===== src/rtl/dbg_pkg.sv =====
// Shared definitions for the debug CPU responder.
// Holds the halt FSM state encoding (also reported in STATUS.state), the
// register word indices of the control region, the address region codes,
// the halt cause codes and the value returned for unmapped/illegal reads.
package dbg_pkg;

  typedef enum logic [2:0] {
    ST_RUNNING  = 3'd0,
    ST_HALTING  = 3'd1,
    ST_HALTED   = 3'd2,
    ST_STEPPING = 3'd3
  } dbg_state_e;

  // Word indices inside the control region (dbg_addr_i[7:3])
  localparam logic [4:0] REG_CTRL   = 5'd0;
  localparam logic [4:0] REG_STATUS = 5'd1;
  localparam logic [4:0] REG_NPC    = 5'd2;
  localparam logic [4:0] REG_PPC    = 5'd3;
  localparam logic [4:0] REG_CAUSE  = 5'd4;

  // Region codes (dbg_addr_i[15:14])
  localparam logic [1:0] RGN_CSR = 2'b00;
  localparam logic [1:0] RGN_GPR = 2'b01;

  // Halt causes
  localparam logic [1:0] CAUSE_NONE = 2'd0;
  localparam logic [1:0] CAUSE_EXT  = 2'd1;
  localparam logic [1:0] CAUSE_CTRL = 2'd2;
  localparam logic [1:0] CAUSE_STEP = 2'd3;

  localparam logic [63:0] DEAD_VALUE = 64'hDEADBEEF;

endpackage


===== src/rtl/dbg_halt_fsm.sv =====
// Halt/step controller for the debug responder.
// Ports:
//   clk, rst_n      clock, async active-low reset
//   halt_i          level halt request from the debugger
//   resume_i        resume request; only its rising edge is used
//   ctrl_halt_i     CTRL.halt as currently stored
//   ctrl_step_i     CTRL.step as currently stored
//   ctrl_halt_wr_i  a CTRL write with halt=1 is being accepted this cycle
//   idle_i          core pipeline drained
//   retire_i        core retired an instruction this cycle
//   state_o         current state
//   cause_o         reason for the most recent halt
//   stall_o         stall the core pipeline
//   halted_o        core is fully halted
module dbg_halt_fsm
  import dbg_pkg::*;
(
  input  logic       clk,
  input  logic       rst_n,
  input  logic       halt_i,
  input  logic       resume_i,
  input  logic       ctrl_halt_i,
  input  logic       ctrl_step_i,
  input  logic       ctrl_halt_wr_i,
  input  logic       idle_i,
  input  logic       retire_i,
  output dbg_state_e state_o,
  output logic [1:0] cause_o,
  output logic       stall_o,
  output logic       halted_o
);

  dbg_state_e state_q, state_d;
  logic [1:0] cause_q, cause_d;
  logic       resume_q, resume_d;
  logic       resume_edge;

  assign resume_d    = resume_i;
  assign resume_edge = resume_i & ~resume_q;

  always_ff @(posedge clk or negedge rst_n) begin
    if (!rst_n) begin
      state_q  <= ST_RUNNING;
      cause_q  <= CAUSE_NONE;
      resume_q <= 1'b0;
    end else begin
      state_q  <= state_d;
      cause_q  <= cause_d;
      resume_q <= resume_d;
    end
  end

  always_comb begin
    state_d = state_q;
    cause_d = cause_q;
    unique case (state_q)
      ST_RUNNING: begin
        if (halt_i) begin
          state_d = ST_HALTING;
          cause_d = CAUSE_EXT;
        end else if (ctrl_halt_wr_i) begin
          state_d = ST_HALTING;
          cause_d = CAUSE_CTRL;
        end
      end
      ST_HALTING: begin
        if (idle_i) state_d = ST_HALTED;
      end
      ST_HALTED: begin
        // Any active halt source swallows a resume edge.
        if (resume_edge && !halt_i && !ctrl_halt_i) begin
          if (ctrl_step_i) state_d = ST_STEPPING;
          else             state_d = ST_RUNNING;
        end
      end
      ST_STEPPING: begin
        if (retire_i) begin
          state_d = ST_HALTING;
          cause_d = CAUSE_STEP;
        end
      end
      default: state_d = ST_RUNNING;
    endcase
  end

  assign state_o  = state_q;
  assign cause_o  = cause_q;
  assign stall_o  = (state_q == ST_HALTING) || (state_q == ST_HALTED);
  assign halted_o = (state_q == ST_HALTED);

endmodule


===== src/rtl/dbg_cpu_responder.sv =====
// Debug-port responder for a CPU core: decodes single-outstanding debug
// accesses into control registers and core GPRs, and drives halt/step.
// Ports:
//   dbg_req_i/we_i/addr_i/wdata_i   debug access request
//   dbg_gnt_o                       access accepted (combinational)
//   dbg_rvalid_o/rdata_o            response, one cycle after grant
//   dbg_halt_i/resume_i/fetch_i     run control from the debugger
//   dbg_halted_o                    core halted
//   core_stall_o/idle_i/retire_i    pipeline control and status
//   core_pc_i                       PC of retiring instruction
//   core_fetch_en_o                 registered dbg_fetch_i
//   core_npc_o/npc_we_o             next-PC override
//   core_rf_*                       GPR access port into the core
module dbg_cpu_responder
  import dbg_pkg::*;
#(
  parameter int unsigned DATA_WIDTH = 64,
  parameter int unsigned NUM_GPR    = 32
) (
  input  logic                  clk,
  input  logic                  rst_n,
  input  logic                  dbg_req_i,
  input  logic                  dbg_we_i,
  input  logic [15:0]           dbg_addr_i,
  input  logic [DATA_WIDTH-1:0] dbg_wdata_i,
  output logic                  dbg_gnt_o,
  output logic                  dbg_rvalid_o,
  output logic [DATA_WIDTH-1:0] dbg_rdata_o,
  input  logic                  dbg_halt_i,
  input  logic                  dbg_resume_i,
  input  logic                  dbg_fetch_i,
  output logic                  dbg_halted_o,
  output logic                  core_stall_o,
  input  logic                  core_idle_i,
  input  logic                  core_retire_i,
  input  logic [DATA_WIDTH-1:0] core_pc_i,
  output logic                  core_fetch_en_o,
  output logic [DATA_WIDTH-1:0] core_npc_o,
  output logic                  core_npc_we_o,
  output logic                  core_rf_req_o,
  output logic                  core_rf_we_o,
  output logic [4:0]            core_rf_addr_o,
  output logic [DATA_WIDTH-1:0] core_rf_wdata_o,
  input  logic [DATA_WIDTH-1:0] core_rf_rdata_i
);

  localparam logic [DATA_WIDTH-1:0] DEAD = DATA_WIDTH'(DEAD_VALUE);

  dbg_state_e            state;
  logic [1:0]            cause;
  logic                  halted;

  logic                  pending_q, pending_d;
  logic                  gpr_rd_q, gpr_rd_d;
  logic [DATA_WIDTH-1:0] rdata_q, rdata_d;
  logic [1:0]            ctrl_q, ctrl_d;
  logic                  err_q, err_d;
  logic [DATA_WIDTH-1:0] npc_q, npc_d;
  logic                  npc_we_q, npc_we_d;
  logic [DATA_WIDTH-1:0] ppc_q, ppc_d;
  logic                  fetch_q, fetch_d;

  logic                  grant;
  logic [1:0]            region;
  logic [4:0]            widx;
  logic                  gpr_in_range;
  logic                  rf_go;
  logic                  ctrl_halt_wr;
  logic                  unused_addr;

  assign unused_addr  = ^{dbg_addr_i[13:8], dbg_addr_i[2:0]};

  assign region       = dbg_addr_i[15:14];
  assign widx         = dbg_addr_i[7:3];
  assign gpr_in_range = (32'(widx) < NUM_GPR);
  // Gated with rst_n so the grant is forced low while reset is held.
  assign grant        = rst_n & dbg_req_i & ~pending_q;
  assign rf_go        = grant & (region == RGN_GPR) & gpr_in_range & halted;

  assign dbg_gnt_o       = grant;
  assign dbg_rvalid_o    = pending_q;
  assign dbg_rdata_o     = !pending_q ? '0 : (gpr_rd_q ? core_rf_rdata_i : rdata_q);
  assign core_rf_req_o   = rf_go;
  assign core_rf_we_o    = rf_go & dbg_we_i;
  assign core_rf_addr_o  = rf_go ? widx : '0;
  assign core_rf_wdata_o = rf_go ? dbg_wdata_i : '0;
  assign core_npc_o      = npc_q;
  assign core_npc_we_o   = npc_we_q;
  assign core_fetch_en_o = fetch_q;

  dbg_halt_fsm u_halt_fsm (
    .clk            (clk),
    .rst_n          (rst_n),
    .halt_i         (dbg_halt_i),
    .resume_i       (dbg_resume_i),
    .ctrl_halt_i    (ctrl_q[0]),
    .ctrl_step_i    (ctrl_q[1]),
    .ctrl_halt_wr_i (ctrl_halt_wr),
    .idle_i         (core_idle_i),
    .retire_i       (core_retire_i),
    .state_o        (state),
    .cause_o        (cause),
    .stall_o        (core_stall_o),
    .halted_o       (halted)
  );

  assign dbg_halted_o = halted;

  always_ff @(posedge clk or negedge rst_n) begin
    if (!rst_n) begin
      pending_q <= 1'b0;
      gpr_rd_q  <= 1'b0;
      rdata_q   <= '0;
      ctrl_q    <= '0;
      err_q     <= 1'b0;
      npc_q     <= '0;
      npc_we_q  <= 1'b0;
      ppc_q     <= '0;
      fetch_q   <= 1'b0;
    end else begin
      pending_q <= pending_d;
      gpr_rd_q  <= gpr_rd_d;
      rdata_q   <= rdata_d;
      ctrl_q    <= ctrl_d;
      err_q     <= err_d;
      npc_q     <= npc_d;
      npc_we_q  <= npc_we_d;
      ppc_q     <= ppc_d;
      fetch_q   <= fetch_d;
    end
  end

  always_comb begin
    pending_d    = grant;
    gpr_rd_d     = 1'b0;
    rdata_d      = '0;
    ctrl_d       = ctrl_q;
    err_d        = err_q;
    npc_d        = npc_q;
    npc_we_d     = 1'b0;
    ppc_d        = core_retire_i ? core_pc_i : ppc_q;
    fetch_d      = dbg_fetch_i;
    ctrl_halt_wr = 1'b0;

    if (grant) begin
      rdata_d = DEAD;
      unique case (region)
        RGN_CSR: begin
          case (widx)
            REG_CTRL: begin
              rdata_d = DATA_WIDTH'(ctrl_q);
              if (dbg_we_i) begin
                ctrl_d       = dbg_wdata_i[1:0];
                err_d        = 1'b0;
                ctrl_halt_wr = dbg_wdata_i[0];
              end
            end
            // State is sampled here, before this edge's transition.
            REG_STATUS: rdata_d = DATA_WIDTH'({err_q, cause, state});
            REG_NPC: begin
              rdata_d = npc_q;
              if (dbg_we_i) begin
                if (halted) begin
                  npc_d    = dbg_wdata_i;
                  npc_we_d = 1'b1;
                end else begin
                  err_d = 1'b1;
                end
              end
            end
            REG_PPC:   rdata_d = ppc_q;
            REG_CAUSE: rdata_d = DATA_WIDTH'(cause);
            default:   rdata_d = DEAD;
          endcase
        end
        RGN_GPR: begin
          if (!halted)                         err_d    = 1'b1;
          else if (gpr_in_range && !dbg_we_i) gpr_rd_d = 1'b1;
        end
        default: rdata_d = DEAD;
      endcase
    end
  end

endmodule


===== config.mk =====
export PLATFORM = sky130hd
export DESIGN_NAME = dbg_cpu_responder
export DESIGN_NICKNAME = d
export VERILOG_FILES = /design/src/rtl/dbg_pkg.sv /design/src/rtl/dbg_halt_fsm.sv /design/src/rtl/dbg_cpu_responder.sv
export SDC_FILE = /design/constraint.sdc
export NUM_CORES = 1
export LEC_CHECK = 0
export ABC_AREA = 1
export CORE_AREA = 10 10 190 192
export CTS_BUF_LIST = sky130_fd_sc_hd__clkbuf_2
export CTS_CLUSTER_SIZE = 30
export DETAILED_ROUTE_END_ITERATION = 8
export DIE_AREA = 0 0 200 202
export DONT_BUFFER_PORTS = 1
export PLACE_DENSITY = 0.5
export SYNTH_ARGS = -nofsm -noshare
export SYNTH_HDL_FRONTEND = slang
export SYNTH_SLANG_ARGS = --single-unit

===== constraint.sdc =====
create_clock -name clk -period 2.44 [get_ports clk]
set_input_delay 0.732 -clock clk [delete_from_list [all_inputs] [get_ports clk]]
set_output_delay 0.732 -clock clk [all_outputs]
set_load 0.03 [all_outputs]

== Word-level counts from Yosys, hierarchy flattened ==
Index checks and enable logic that the tools add are counted.
Storage, ports and cells
  flip-flop bits (word level): 205
  input port bits: 217
  output and inout port bits: 205
  word-level logic and storage cells: 86
Operators by class
  equality and inequality tests: 15
  mux-type cells: 36
  bitwise logic cells: 8
  reduce and logical (&&, ||, !) cells: 15
Operators with widths (number)
  $mux 64: 5
  $pmux 64 s5: 1
  $mux 1: 16
  $mux 3: 5
  $pmux 3 s4: 1
  $eq 5x2->1 const B: 2
  $reduce_and 5->1: 2
  $ne 3x3->1 const B: 3
  $mux 2: 4
  $reduce_and 4->1: 2
  $and 1x1->1: 6
  $eq 3x2->1 const B: 2
  $eq 5x1->1 const B: 1
  $eq 5x3->1 const B: 1
  $logic_not 5->1: 1
  $mux 5: 1
  $ne 2x2->1 const B: 2
  $pmux 1 s2: 2
  $pmux 2 s2: 1
  $reduce_bool 2->1: 2
  $eq 3x1->1 const B: 1
  $logic_not 3->1: 1
  $ne 3x2->1 const B: 1
  $reduce_and 3->1: 1
  other kinds (7): 10

== Depth between registers and ports, before layout ==
  word-level depth: 7
  depth in mapped cells: 10
  depth with buffers taken out: 8

== Modules after synthesis ==
From an unflattened synthesis, not the netlist that was laid out.
Unflattened totals
  cell total of the unflattened synthesis: 1177
  area, all modules: 9962.1 µm²
By module, submodules not included
  dbg_cpu_responder: instances 1, cells an instance 1130, area each 9614.2 µm², seq. area each 4979.8 µm²
  dbg_halt_fsm: instances 1, cells an instance 47, area each 347.8 µm², seq. area each 125.1 µm²

== Least setup slack after synthesis ==
Ideal clock, no wire load.
  path kind: register to output
  from: reg u_halt_fsm.state_q[0] (netlist: u_halt_fsm.state_o[0])
  to: out core_rf_addr_o[0]
  data arrival time: 2629 ps
  required time: 1708 ps
  slack: -921 ps
  cell stages (with the launch flop): 8
  path buffers: 1
  path through: dfrtp_1 inv_1 ha_1 inv_1 nor3_1 inv_2 clkbuf_1 nor2_1
Between the ends
  word-level cells in the longest chain between the ends: 3
RTL lines
  start, declared: RTL line dbg_halt_fsm.sv:33  | dbg_state_e state_q, state_d;
  start signal, assigned: RTL line dbg_halt_fsm.sv:47  | state_q <= state_d;
  $eq 3x2->1: RTL line dbg_halt_fsm.sv:89  | assign halted_o = (state_q == ST_HALTED);
  via dbg_halted_o: RTL line dbg_cpu_responder.sv:32  | output logic dbg_halted_o,
  $and 1x1->1: RTL line dbg_cpu_responder.sv:78  | assign rf_go = grant & (region == RGN_GPR) & gpr_in_range & halted;
  via core_rf_req_o: RTL line dbg_cpu_responder.sv:40  | output logic core_rf_req_o,
  $mux 5: RTL line dbg_cpu_responder.sv:85  | assign core_rf_addr_o = rf_go ? widx : '0;
  end, declared: RTL line dbg_cpu_responder.sv:42  | output logic [4:0] core_rf_addr_o,
The timed path passes the listed nets, and every way through them passes these cells.

== Worst setup path in the final report ==
  from: reg pending_q (netlist: dbg_rvalid_o)
  to: out core_rf_wdata_o[21]
Between the ends
  word-level cells in the longest chain between the ends: 5
RTL lines
  start, declared: RTL line dbg_cpu_responder.sv:53  | logic pending_q, pending_d;
  start signal, assigned: RTL line dbg_cpu_responder.sv:121  | pending_q <= pending_d;
  $not 1->1: RTL line dbg_cpu_responder.sv:77  | assign grant = rst_n & dbg_req_i & ~pending_q;
  $and 1x1->1: RTL line dbg_cpu_responder.sv:77
  $and 1x1->1 (2 in series): RTL line dbg_cpu_responder.sv:78
  $mux 64: RTL line dbg_cpu_responder.sv:86  | assign core_rf_wdata_o = rf_go ? dbg_wdata_i : '0;
  end, declared: RTL line dbg_cpu_responder.sv:43  | output logic [DATA_WIDTH-1:0] core_rf_wdata_o,
Every way passes these cells.

==> out/results.tsv <==
stage	metric	value	unit
final_layout	commonest non-fill, non-tap cells in the layout	nand2_1 (324), dfrtp_1 (202), nor2_1 (199)	
setup_path	worst setup path category	flop to output port	
timing	Clock Skews	0.0838	ns
logic_synthesis	mux contribution to synthesized area	0	%
setup_path	CP required	1.71	ns
clocking	hold_buf cts	151	
placed_design	Final Wtd Congestion	0.826	
routing	vias per inst	4.68	
setup_path	worst reg2reg path endpoint	core_npc_o[26]$_DFFE_PN0P_	
setup_path	Startpoint Class	flop	
floorplan	CORE AREA	32300	um^2
final_layout	Post-Layout Inst Area	14600	um^2
setup_path	Worst Setup SP	dbg_rvalid_o$_DFF_PN0_	
floorplan	Die ar.	40400	um^2
routing	ANT nets after route	0	
pwr	VDD IR max	0.319	mV
setup_path	crit path to	core_rf_wdata_o[21]	
timing	period utilization	125	%
logic_synthesis	sequential area share after synthesis	53.6	%
routing	DR vias	9545	
floorplan	FP Rows	66	
clocking	H-Tree Level Count	2	
routing	Final Routed Wirelength	41.3	mm
setup_path	critical path depth	7	
global_routing	initial antenna violation count	1	
setup_path	Setup crit end kind	output port	
placed_design	DP Area	11100	um^2
final_layout	FILL cells	3124	
clocking	total CTS buffers	55	
global_routing	GRT Overall Usage	19.7	%
logic_synthesis	Post-Synthesis Cells	1250	
pwr	total power	7.39	mW
setup_path	crit path DAT	2.32	ns
global_routing	first-pass GRT wire length	61.4	mm
setup_path	CP Buf/Inv Count	4	
routing	drt first-iter violations	558	
logic_synthesis	synth top area cells	dfrtp_1 (54%), nand2_1 (13%), nor2_1 (10%)	
final_layout	Nets	1773	
final_layout	Area growth syn-to-layout	53.3	%
final_layout	most common cell after layout, fill and taps aside	nand2_1	
clocking	CTS tree	done	
run_status	status	finished with violations	
logic_synthesis	area leader, netlist	dfrtp_1	
timing	Fin Hold WS	-0.374	ns
setup_path	delay-heaviest family, CP	buffers and inverters	
setup_path	Reg2Reg Depth	10	
clocking	clock sinks	204	
routing	# DRC	0	
global_routing	vias in the first global route	10130	
flow_run	Max-cap violations	0	
logic_synthesis	distinct cell type count after synthesis	26	
logic_synthesis	Netlist Area Pre-Place	9520	um^2
final_layout	fraction of layout cells with a size suffix above 1	26.3	%
routing	DRT Pass-1 Iters	5	
pwr	Leak	6.89	nW
timing	Post-Route Setup TNS	-62.23	ns
floorplan	chip height	202	um
floorplan	Starting Density	29.5	%
timing	Final Hold Vio Count	204	
placed_design	DP HPWL	25.6	mm
global_routing	GR Overflow Total	0	
placed_design	port bufs	0	
run_status	failing checks	negative hold slack, negative setup slack	
logic_synthesis	Synth Area in Compound Gates	12.8	%
global_routing	largest net degree at the start of global routing	206	
timing	Slew Limit Fails	0	
timing	worst rel slew slack	56.6	%
setup_path	worst r2r src	dbg_rvalid_o$_DFF_PN0_	
floorplan	Die X	200	um
logic_synthesis	Yosys reg bits	204	
placed_design	worst slack at placement	-0.0930	ns
logic_synthesis	Synth Area in Simple Gates	24.7	%
setup_path	internal reg-to-reg setup slack	0.20	ns
clocking	Root Buffer	clkbuf_2	
clocking	clk slew on worst S/H paths	0.10	ns
clocking	Worst-Skew Late Latency	0.84	ns
logic_synthesis	syn_area_per_cell	7.61	um^2
timing	Slew @ Worst Pin	0.652	ns
logic_synthesis	Ys Warns	0	
setup_path	slowest stage delay, CP	0.43	ns
logic_synthesis	Yosys top cell area share	53.6	%
timing	final worst slack	-0.614	ns
min_path	Hold WC Path Type	input port to async pin	
setup_path	Worst path slowest cell	dfrtp_2	
floorplan	Ports	422	
setup_path	worst path cell trace	inv_2 -> nand3_4 -> nor3_4 -> inv_4 -> buf_12 -> nor2_1 -> buf_4	
logic_synthesis	largest family of logic cells by synthesized area	simple AND/OR/NAND/NOR gates	
logic_synthesis	Net Count, Synth	1471	
clocking	clk buf depth	3	
timing	final-report setup violation count	137	
setup_path	CP max FO	36	
timing	RSZ-0062 raised after global routing	yes	
timing	Final min period	3.05	ns
pwr	power density cells	507	nW/um^2
routing	post-DR wirelength/cell	20.3	um
logic_synthesis	post-synthesis adder-cell area fraction	0.526	%
timing	Fmax	327	MHz
logic_synthesis	Synth Area in XOR/XNOR	0	%
## how the worst min path moves through the flow
stage / from / to / cells after the start
2_1_floorplan: rst_n / core_fetch_en_o$_DFF_PN0_ / 0
3_3_place_gp: rst_n / core_fetch_en_o$_DFF_PN0_ / 0
3_5_place_dp: rst_n / core_fetch_en_o$_DFF_PN0_ / 0
4_1_cts: rst_n / rdata_q[6]$_DFF_PN0_ / 0
5_1_grt: rst_n / ppc_q[9]$_DFFE_PN0P_ / 0
6_report: rst_n / core_fetch_en_o$_DFF_PN0_ / 0
## per-stage QoR
stage / std cells / utilization, %
2_1_floorplan: 1250 / -
3_3_place_gp: 1752 / 34.3
3_5_place_dp: 1752 / 34.3
4_1_cts: 2034 / 44.0
5_1_grt: 2039 / 45.2
6_report: 2039 / 45.2
## timing repair
item                                    CTS  global route
cloned                                   16             2
buffers inserted                         15             6
endpoints found under the setup margin  138           139
hold endpoints to repair                284           204
pin swaps                                14            28
resized for setup                       201            81
## power breakdown
part	internal [mW]	switching, mW	total (mW)
combinational	0.584	0.671	1.25
sequential	3.55	0.127	3.67
clock	0.966	1.50	2.46
## synth_stat cells
cell / number
o21ai_0: 159
inv_2: 5
nor2_2: 2
nand3_2: 3
nand3_1: 5
or2_2: 1
a31oi_1: 2
nor3_1: 1
dfrtp_1: 204
nor2_4: 2
o21ai_2: 1
buf_2: 19
clkbuf_1: 52
nand2_1: 324
nand3b_1: 1
a22oi_1: 1
buf_6: 2
nand2_2: 1
nor2_1: 260
inv_1: 119
a21oi_2: 10
nand4_1: 7
o21ai_1: 9
buf_1: 3
ha_1: 4
a21oi_1: 53
## registers in the layout, indices dropped and copies added, names as in the netlist
name                 count
rdata_q                 64
core_npc_o              64
gpr_rd_q                 1
u_halt_fsm.cause_o       2
core_fetch_en_o          1
u_halt_fsm.state_o       2
err_q                    1
ctrl_q                   2
core_npc_we_o            1
ppc_q                   64
u_halt_fsm.resume_q      1
dbg_rvalid_o             1
## routing by layer
layer | vias to the layer above | wire (um) | global-route usage (%)
met2 | 428 | 20600 | 34.5
met4 | 0 | 1110 | 6.38
met5 | - | 0 | 0
met3 | 54 | 3480 | 5.07
li1 | 4522 | - | -
met1 | 4541 | 16100 | 22.9
## kinds of logic (layout without fill, tap and decap cells)
family                   count (synthesis)  in the layout
AND/OR/NAND/NOR                        607            607
AO/OA/AOI/OAI                          235            235
flip-flops                             204            204
buffers and inverters                  200            546
adder cells (fa/ha/maj)                  4              4
other                                    0              1
## area by class of cell
cell class              instances  area [um^2]  area share [%]
flip-flops and latches        204         5110            35.0
multi-input cells             846         4470            30.6
repair buffers                321         3430            23.5
well taps                     442          553            3.79
inverters                     124          508            3.48
clock buffers                  75          375            2.57
clock inverters                26          139           0.952
diodes                          1         2.50          0.0172
## worst reg2reg max path, cell delays in order, from the launching register on
cell     delay, ns
dfrtp_2       0.43
inv_2         0.07
nand3_4       0.09
buf_4         0.16
buf_12        0.11
buf_4         0.20
nor2_2        0.24
nand3_4       0.11
buf_4         0.31
nand2_1       0.19
o21ai_0       0.10
No activity file was read; power rests on OpenSTA's default activity.
